**config.mk**
```make
export PLATFORM = sky130hd
export DESIGN_NAME = vector_unpacker
export DESIGN_NICKNAME = d
export VERILOG_FILES = /design/src/rtl/vector_unpacker.sv
export SDC_FILE = /design/constraint.sdc
export NUM_CORES = 1
export LEC_CHECK = 0
export ABC_AREA = 1
export BUFFER_PORTS_ARGS = -buffer_cell sky130_fd_sc_hd__buf_2
export CAP_MARGIN = 20
export CORE_AREA = 2 2 39 41
export CTS_BUF_LIST = sky130_fd_sc_hd__clkbuf_8
export DETAILED_ROUTE_END_ITERATION = 7
export DIE_AREA = 0 0 41 43
export PLACE_DENSITY = 0.67
export SYNTH_ARGS = -nofsm -noshare
export SYNTH_HDL_FRONTEND = slang
export SYNTH_SLANG_ARGS = --single-unit
```
**constraint.sdc**
```tcl
create_clock -name clk -period 1.2 [get_ports clk]
set_clock_uncertainty 0.15 [all_clocks]
set_input_delay 0.06 -clock clk [delete_from_list [all_inputs] [get_ports clk]]
set_output_delay 0.06 -clock clk [all_outputs]
set_load 0.02 [all_outputs]
```
**src/rtl/vector_unpacker.sv**
```systemverilog
// Splits IN_W-bit words into IN_W/OUT_W slices of OUT_W bits, one per accepted output beat.
// Optional completed-word counter on port word_cnt when VECTOR_UNPACKER_STATS_EN is defined.
module vector_unpacker #(
    parameter int IN_W      = 8,
    parameter int OUT_W     = 4,
    parameter int MSB_FIRST = 1
) (
    input  logic             clk,
    input  logic             rst_n,
    input  logic [IN_W-1:0]  in_data,
    input  logic             in_valid,
    output logic             in_ready,
    output logic [OUT_W-1:0] out_data,
    output logic             out_valid,
    input  logic             out_ready,
    output logic             out_last
`ifdef VECTOR_UNPACKER_STATS_EN
    ,
    output logic [15:0]      word_cnt
`endif
);

    localparam int R     = IN_W / OUT_W;
    localparam int IDX_W = (R > 1) ? $clog2(R) : 1;
    localparam logic [IDX_W-1:0] LAST_IDX = IDX_W'(R - 1);
    localparam logic [IDX_W-1:0] IDX_ZERO = IDX_W'(0);
    localparam logic [IDX_W-1:0] IDX_ONE  = IDX_W'(1);

    typedef enum logic [0:0] {
        ST_EMPTY = 1'b0,
        ST_HOLD  = 1'b1
    } state_t;

    state_t            state_q, state_d;
    logic [IDX_W-1:0]  idx_q, idx_d;
    logic [IN_W-1:0]   hold_q, hold_d;
    logic              out_fire_s;
    logic              final_s;
    logic              accept_s;
    logic [IN_W-1:0]   shifted_s;

    assign out_valid  = (state_q == ST_HOLD);
    assign out_last   = out_valid && (idx_q == LAST_IDX);
    assign out_fire_s = out_valid && out_ready;
    assign final_s    = out_fire_s && out_last;
    // A new word may enter in the same cycle the last slice of the previous one leaves.
    assign in_ready   = rst_n && ((state_q == ST_EMPTY) || final_s);
    assign accept_s   = in_valid && in_ready;

    // Slice selection: pure bit-select of the holding register by slice index.
    always_comb begin
        shifted_s = hold_q;
        if (MSB_FIRST != 0) begin
            shifted_s = hold_q << (int'(idx_q) * OUT_W);
            out_data  = shifted_s[IN_W-1 -: OUT_W];
        end else begin
            shifted_s = hold_q >> (int'(idx_q) * OUT_W);
            out_data  = shifted_s[OUT_W-1:0];
        end
    end

    // Next-state logic for state, slice index and holding register.
    always_comb begin
        state_d = state_q;
        idx_d   = idx_q;
        hold_d  = hold_q;
        case (state_q)
            ST_EMPTY: begin
                if (accept_s) begin
                    hold_d  = in_data;
                    idx_d   = IDX_ZERO;
                    state_d = ST_HOLD;
                end else begin
                    state_d = ST_EMPTY;
                end
            end
            ST_HOLD: begin
                if (final_s) begin
                    idx_d = IDX_ZERO;
                    if (accept_s) begin
                        hold_d  = in_data;
                        state_d = ST_HOLD;
                    end else begin
                        state_d = ST_EMPTY;
                    end
                end else if (out_fire_s) begin
                    idx_d = idx_q + IDX_ONE;
                end else begin
                    idx_d = idx_q;
                end
            end
            default: begin
                state_d = ST_EMPTY;
                idx_d   = IDX_ZERO;
            end
        endcase
    end

    // State registers with asynchronous active-low reset.
    always_ff @(posedge clk or negedge rst_n) begin
        if (!rst_n) begin
            state_q <= ST_EMPTY;
            idx_q   <= IDX_ZERO;
            hold_q  <= {IN_W{1'b0}};
        end else begin
            state_q <= state_d;
            idx_q   <= idx_d;
            hold_q  <= hold_d;
        end
    end

`ifdef VECTOR_UNPACKER_STATS_EN
    logic [15:0] cnt_q;

    // Completed-word counter, wraps naturally at 16 bits.
    always_ff @(posedge clk or negedge rst_n) begin
        if (!rst_n) begin
            cnt_q <= 16'h0000;
        end else if (final_s) begin
            cnt_q <= cnt_q + 16'h0001;
        end else begin
            cnt_q <= cnt_q;
        end
    end

    assign word_cnt = cnt_q;
`endif

endmodule

```
==> results.md, run 1 <==
* Antenna violations before repair at 0
* Worst reg2reg path startpoint: idx_q$_DFFE_PN0P_
* Max Fclk at 722 MHz
* WP data arrival at between 1 and 1.5 ns
* Clk slew on worst S/H paths at 0.05 ns
* CTS tree: done
* Worst Max-Slew Pin Slew at ~0.28 ns
* Slew headroom at 0.810
* Max incr delay on CP at ~0.48 ns
* Sw Share at 0.373
* Ant diodes at 0
* # DRC at 0
* Vias post-DR at between 500 and 600
* Yosys Warn Count at 0
* Worst Path Required at just under 1 ns
* Largest family of logic cells by synthesized area: simple AND/OR/NAND/NOR gates
* # IOs at 19
* Share of cells above drive strength 1 at 0.500
* Design Power at 0.00252 W
* CP startpoint kind: flip-flop
* Top sig layer: met3
* Internal at approximately 0.0016 W
* Nets at about 100
* NetSw at around 0.00094 W
* Status: finished with violations
* Clock latency at the later pin of the worst-skew pair at 0.24 ns
* Combinational share of power at 0.554
* Post-Synth Simple-Gate Area at 0.325
* CTS Buf Count at 3
* First-pass GRT wire length at around 1900 um
* Critical path class: reg -> out
* Synth Area in XOR/XNOR at 0
* Die Span Y at between 40 and 50 um
* Average wire per standard cell at about 14 um
* PwrDens at between 2000 and 3000 mW/mm^2
* Worst vdd ir at 1190 uV
* Placement Cell Area at roughly 640 um^2
* H-tree levels at 1
* Post-Syn Nets at 64
* Critical Path Start: idx_q$_DFFE_PN0P_
* Max cap viols at 0
* Routability cong. at between 0.7 and 0.8
* Compound-Gate Fraction of Synth Area at 0.0350
* Synthesized area at between 500 and 600 um^2
* Max Transition Viols Final at 0
* Leak at roughly 0.48 nW
* Synth cell types at 13
* Final Cell Area at roughly 930 um^2
* RR Endpoint: hold_q[4]$_DFFE_PN0P_
* Post-detail-place hpwl at 765 um
* Adder-cell share of the synthesized area at 0
* Remaining antenna violation count at 0
* Total grt overflow at 0
* DR WL met2 at roughly 830 um
* Min Hold Slack at a little over 0.006 ns
* Critical Path End: out_data[2]
* Tcrit/Tclk final at 1.15
* First-pass iteration count of the detailed router at 4
* Fillers at 106
* Vias in the first global route at around 430
* Slowest cell on crit path: dfrtp_2
* WP buf/inv at 1
* Power share of the clock group at 0.167
* Vias per cell at about 5.0
* Worst Hold Class: in -> async
* Synthesized area per cell at 9.62 um^2
* Cell Chain, Critical Path: mux2_4 > buf_6
* FF-to-FF path depth at 6
* Post-synthesis mux area share at 0.0900
* CTS Sinks at 10
* Clock Path Buffers at 2
* CP delay by family, top: flip-flops
* Final hold vios at 0
* Flop pwr share at 0.280
* Violated checks: negative setup slack
* Core area at between 0.001 and 0.0015 mm^2
* Cells after synthesis at 52
* Worst-path fanout max at 6
* Root Driver: clkbuf_8
* RSZ-0062 raised after global routing: yes
* Final wirelength at 1490 um
* Final setup fails at 15
* Die span in x at 41 um
* CP endpoint kind: primary output
* Largest net degree at the start of global routing at 11
* GRT Total Usage at 0.162
* Area growth from synthesis to layout at 86.7%
* Initial Util at 0.362
* Die ar. at 0.00176 mm^2
* Sequential fraction of the synthesis area at 0.500
* Levels on crit path at 2
* Wl on met1 at 609 um
* Iter 0 DRT Violations at 6
* FF-to-FF setup slack at -0.13 ns
* Fin crit period at ~1.4 ns
* Site row count at 14
* Port buffer count at 18
* Number of synthesized register bits at 10
* WL met3 at between 50 and 60 um
* Setup WS post-layout at -0.185 ns
==> per-layer routing <==
metal	global-route usage	up-vias
li1	-	258
met1	0.210	258
met2	0.238	18
met3	0.0471	0
met4	0.0800	0
met5	0	-
==> worst min-delay path by stage <==
stage	cells after the start	slack, ns	to
2_1_floorplan	0	-0.39	hold_q[0]$_DFFE_PN0P_
3_3_place_gp	1	-0.21	hold_q[0]$_DFFE_PN0P_
3_5_place_dp	1	-0.21	hold_q[4]$_DFFE_PN0P_
4_1_cts	3	0.002	hold_q[7]$_DFFE_PN0P_
5_1_grt	3	0.03	hold_q[7]$_DFFE_PN0P_
6_report	3	0.006	hold_q[5]$_DFFE_PN0P_
==> area by class of cell <==
class	instances	area, um^2	share of cell area
Clock buffer	4	55.1	0.0589
Inverter	2	7.51	0.00803
Multi-Input combinational cell	38	293	0.313
Sequential cell	10	253	0.270
Tap cell	16	20.0	0.0214
Timing Repair Buffer	36	307	0.328
==> kinds of logic after synthesis <==
family / count (synthesis)
simple gates: 31
flops: 10
buf+inv: 5
mux: 4
compound gates: 2
==> cell usage after synthesis <==
library cell,n,share of area
buf_2,2,0.020
o211a_1,1,0.020
nand3_4,1,0.035
inv_1,2,0.015
buf_4,1,0.015
nand3_2,1,0.020
nand3b_1,1,0.015
nand2_1,19,0.14
mux2_2,4,0.090
dfrtp_1,10,0.50
nand2_2,1,0.013
a21boi_0,1,0.015
nand4_1,8,0.10
==> tightest hold or removal path, cell delays in order <==
cell and delay [ns]:
buf_2 0.19, dlymetal6s4s_1 0.29, buf_4 0.17
==> state kept, by name (all words and copies together) (netlist names) <==
signal	flops
hold_q	8
idx_q	1
out_valid	1
==> cells in the final DEF (no fill, tap or decap) <==
cell             n
clkbuf_8         4
mux2_4           4
inv_1            2
buf_12           1
nand2_2          4
buf_6            7
dfrtp_2          2
buf_4            6
nand2_1         15
buf_2           12
dlymetal6s4s_1   1
nand3_4          3
dlygate4sd3_1    9
nand4_1          8
a21boi_2         1
o211a_1          1
nand2_8          1
nand3b_1         1
dfrtp_1          8
==> power by group through the flow <==
| stage | Sequential, W | Combinational [W] | Clock [W] |
|---|---|---|---|
| after floorplan | 0.000628 | 0.000629 | 0 |
| after global placement | 0.000677 | 0.000886 | 0 |
| after detailed placement | 0.000679 | 0.000896 | 0 |
| after CTS | 0.000690 | 0.00116 | 0.000430 |
| after global routing | 0.000726 | 0.00148 | 0.000445 |
| final | 0.000704 | 0.00139 | 0.000420 |
==> through the flow <==
step	instances	utilization	setup TNS, ns	setup WS [ns]
2_1_floorplan	52	-	0	0.00954
3_3_place_gp	88	0.466	-0.484	-0.0452
3_5_place_dp	88	0.466	-0.848	-0.0828
4_1_cts	102	0.608	-1.92	-0.192
5_1_grt	106	0.675	-2.58	-0.209
6_report	106	0.675	-1.92	-0.185
==> what timing repair did <==
| action | 4_1_cts | 5_1_grt |
|---|---|---|
| pin swaps | 0 | 2 |
| endpoints found under the hold margin | 18 | 5 |
| buffers inserted | 1 | 2 |
| setup endpoints to repair | 15 | 14 |
| resized for setup | 14 | 12 |
| cloned | 0 | 1 |
| hold buffers | 9 | 1 |
(Power assumes the default switching activity.)
==> run 2: changes to the inputs <==
--- a/config.mk
+++ b/config.mk
@@ -12,7 +12,7 @@
 export CTS_BUF_LIST = sky130_fd_sc_hd__clkbuf_8
 export DETAILED_ROUTE_END_ITERATION = 7
 export DIE_AREA = 0 0 41 43
-export PLACE_DENSITY = 0.67
+export PLACE_DENSITY = 0.66
 export SYNTH_ARGS = -nofsm -noshare
 export SYNTH_HDL_FRONTEND = slang
 export SYNTH_SLANG_ARGS = --single-unit
==> constraint.sdc (replaced) <==
create_clock -name clk -period 1.2 [get_ports clk]
set_clock_uncertainty 0.15 [all_clocks]
set_input_delay 0.06 -clock clk [delete_from_list [all_inputs] [get_ports clk]]
set_output_delay 0.06 -clock clk [all_outputs]
set_load 0.005 [all_outputs]
==> run 2 against run 1 <==
Net effect: the flow still finishes with violations (negative setup slack); power shrank 16%; worst setup slack better by 0.023 ns; sequential power fell by 6.1%; count of clock-buffer cells in the layout shrank 1; via count down 2.4%; wire length fell by 10%; core utilization shrank 2.7 points; sequential share of layout area up 1.1 points; worst hold slack better by 0.039 ns; cell area fell by 4.0%; critical endpoint is now out_data[3].
==> results.md, run 2 (synthesis results as in run 1) <==
* Final setup fails at 14 (was 15)
* Die ar. at 0.00176 mm^2 (unchanged)
* Final hold vios at 0 (unchanged)
* Core area at 0.00138 mm^2 (unchanged)
* Commonest non-fill, non-tap cell in the layout: buf_2 (was nand2_1)
* Average wire per standard cell at 12.5 um (was 14.0 um)
* # IOs at 19 (unchanged)
* Total grt overflow at 0 (unchanged)
* Worst-path fanout max at 6 (unchanged)
* Iter 0 DRT Violations at 12 (was 6)
* FF-to-FF path depth at 6 (unchanged)
* Remaining antenna violation count at 0 (unchanged)
* Largest net degree at the start of global routing at 12 (was 11)
* Nets at 104 (was 103)
* Clock latency at the later pin of the worst-skew pair at 0.24 ns (about the same)
* Initial Util at 0.362 (unchanged)
* NetSw at 0.000729 W (was 0.000939 W)
* # DRC at 0 (unchanged)
* CTS tree: done (unchanged)
* Largest register FFs at 8 (unchanged)
* Routability cong. at 0.766 (was 0.718)
* H-tree levels at 1 (unchanged)
* First-pass iteration count of the detailed router at 4 (unchanged)
* Area growth from synthesis to layout at 79.2% (was 86.7%)
* Worst Path Required at 0.99 ns (about the same)
* Vias post-DR at 521 (was 534)
* Top reg by flops: hold_q (unchanged)
* Root Driver: clkbuf_8 (unchanged)
* Fin crit period at 1.36 ns (was 1.38 ns)
* Power share of the clock group at 0.168 (was 0.167)
* Tcrit/Tclk final at 1.13 (was 1.15)
* Most frequent cells in the layout: 17 x buf_2, 14 x nand2_1, 10 x dlygate4sd3_1 (was 15 x nand2_1, 12 x buf_2, 9 x dlygate4sd3_1)
* Worst vdd ir at 1160 uV (was 1190 uV)
* Max Transition Viols Final at 0 (unchanged)
* Max Fclk at 735 MHz (was 722 MHz)
* Ant diodes at 0 (unchanged)
* Critical path class: reg -> out (unchanged)
* Die Span Y at 43 um (unchanged)
* Die span in x at 41 um (unchanged)
* Site row count at 14 (unchanged)
* Worst Hold Class: in -> reg (was in -> async)
* Status: finished with violations (unchanged)
* Clock Path Buffers at 2 (unchanged)
* Port buffer count at 18 (unchanged)
* Sw Share at 0.345 (was 0.373)
* Vias in the first global route at 500 (was 433)
* Antenna violations before repair at 0 (unchanged)
* CTS Sinks at 10 (unchanged)
* GRT Total Usage at 0.178 (was 0.162)
* CP startpoint kind: flip-flop (unchanged)
* Internal at 0.00138 W (was 0.00158 W)
* WP data arrival at 1.15 ns (was 1.17 ns)
* CP endpoint kind: primary output (unchanged)
* Violated checks: negative setup slack (unchanged)
* CTS Buf Count at 3 (unchanged)
* Share of cells above drive strength 1 at 0.505 (was 0.500)
* RSZ-0062 raised after global routing: yes (unchanged)
* Vias per cell at 4.87 (was 5.04)
* Sum Neg Setup Slack at -1.17 ns (was -1.92 ns)
* Flop pwr share at 0.313 (was 0.280)
* Fillers at 108 (was 106)
* Clk slew on worst S/H paths at 0.05 ns (about the same)
* Leak at 0.458 nW (was 0.480 nW)
* First-pass GRT wire length at 2090 um (was 1900 um)
* Slew headroom at 0.787 (was 0.810)
* PwrDens at 2360 mW/mm^2 (was 2690 mW/mm^2)
* Max cap viols at 0 (unchanged)
* Post-Place Setup Slack at -0.0600 ns (was -0.0828 ns)
* Final wirelength at 1330 um (was 1490 um)
* Placement Cell Area at 644 um^2 (unchanged)
* Post-detail-place hpwl at 761 um (was 765 um)
* Combinational share of power at 0.519 (was 0.554)
* Worst hold path cell count at 4
* Worst Max-Slew Pin Slew at 0.318 ns (was 0.285 ns)
* Final Cell Area at 897 um^2 (was 935 um^2)
* Setup WS post-layout at -0.161 ns (was -0.185 ns)
[run 2: cell types whose count changed in the layout (fill, tap and decap cells not counted), sizes merged]
cell and delta:
dlygate4sd3 +1, buf +1, inv +1, clkbuf -1, dlymetal6s4s -1
[run 2: timing repair]
action,4_1_cts,5_1_grt
cloned,1,0
hold endpoints to repair,18,0
pin swaps,8,6
resized for setup,14,4
setup endpoints to repair,13,15
buffers inserted,4,0
hold buffers,10,0
[run 2: per-stage QoR]
step                      std cells  total power (W)   util  hold WS (ns)
after floorplan                  52          0.00105      -        -0.386
after global placement           88          0.00137  0.466        -0.200
after detailed placement         88          0.00137  0.466        -0.193
after CTS                       107          0.00205  0.639        0.0366
after global routing            107          0.00226  0.648        0.0375
final                           107          0.00211  0.648        0.0453
[run 2: power by group through the flow]
stage / logic (W) / clock network [W] / registers (W)
after global routing: 0.00119 / 0.000388 / 0.000683
after global placement: 0.000719 / 0 / 0.000652
after floorplan: 0.000451 / 0 / 0.000596
after CTS: 0.00104 / 0.000357 / 0.000650
final: 0.00110 / 0.000356 / 0.000661
after detailed placement: 0.000715 / 0 / 0.000656
[run 2: final cells by class]
cell class	instances	area, um^2	area share
Clock buffer	3	41.3	0.0460
Clock inverter	1	3.75	0.00418
Inverter	2	7.51	0.00837
Multi-Input combinational cell	38	277	0.308
Sequential cell	10	253	0.282
Tap cell	16	20.0	0.0223
Timing Repair Buffer	37	295	0.329
[run 2: worst paths after layout]
path                                    endpoint  slack, ns                   from
min in group asynchronous    out_valid$_DFF_PN0_       0.28                  rst_n
max                                  out_data[3]      -0.16      idx_q$_DFFE_PN0P_
max reg2reg                hold_q[2]$_DFFE_PN0P_      -0.06      idx_q$_DFFE_PN0P_
min reg2reg                hold_q[2]$_DFFE_PN0P_       0.34  hold_q[2]$_DFFE_PN0P_
max in group asynchronous      idx_q$_DFFE_PN0P_       0.35                  rst_n
min                            idx_q$_DFFE_PN0P_       0.05              out_ready
[run 2: worst max-delay path: stages, from the launching register on]
cell,delay (ns)
dfrtp_2,0.44
mux2_2,0.36
buf_2,0.13
[run 2: per-layer routing]
layer	up-vias	share of wire	track usage
met5	-	0	0
li1	262	-	-
met2	19	0.51	0.272
met1	235	0.43	0.226
met3	5	0.049	0.0471
met4	0	0.017	0.0800
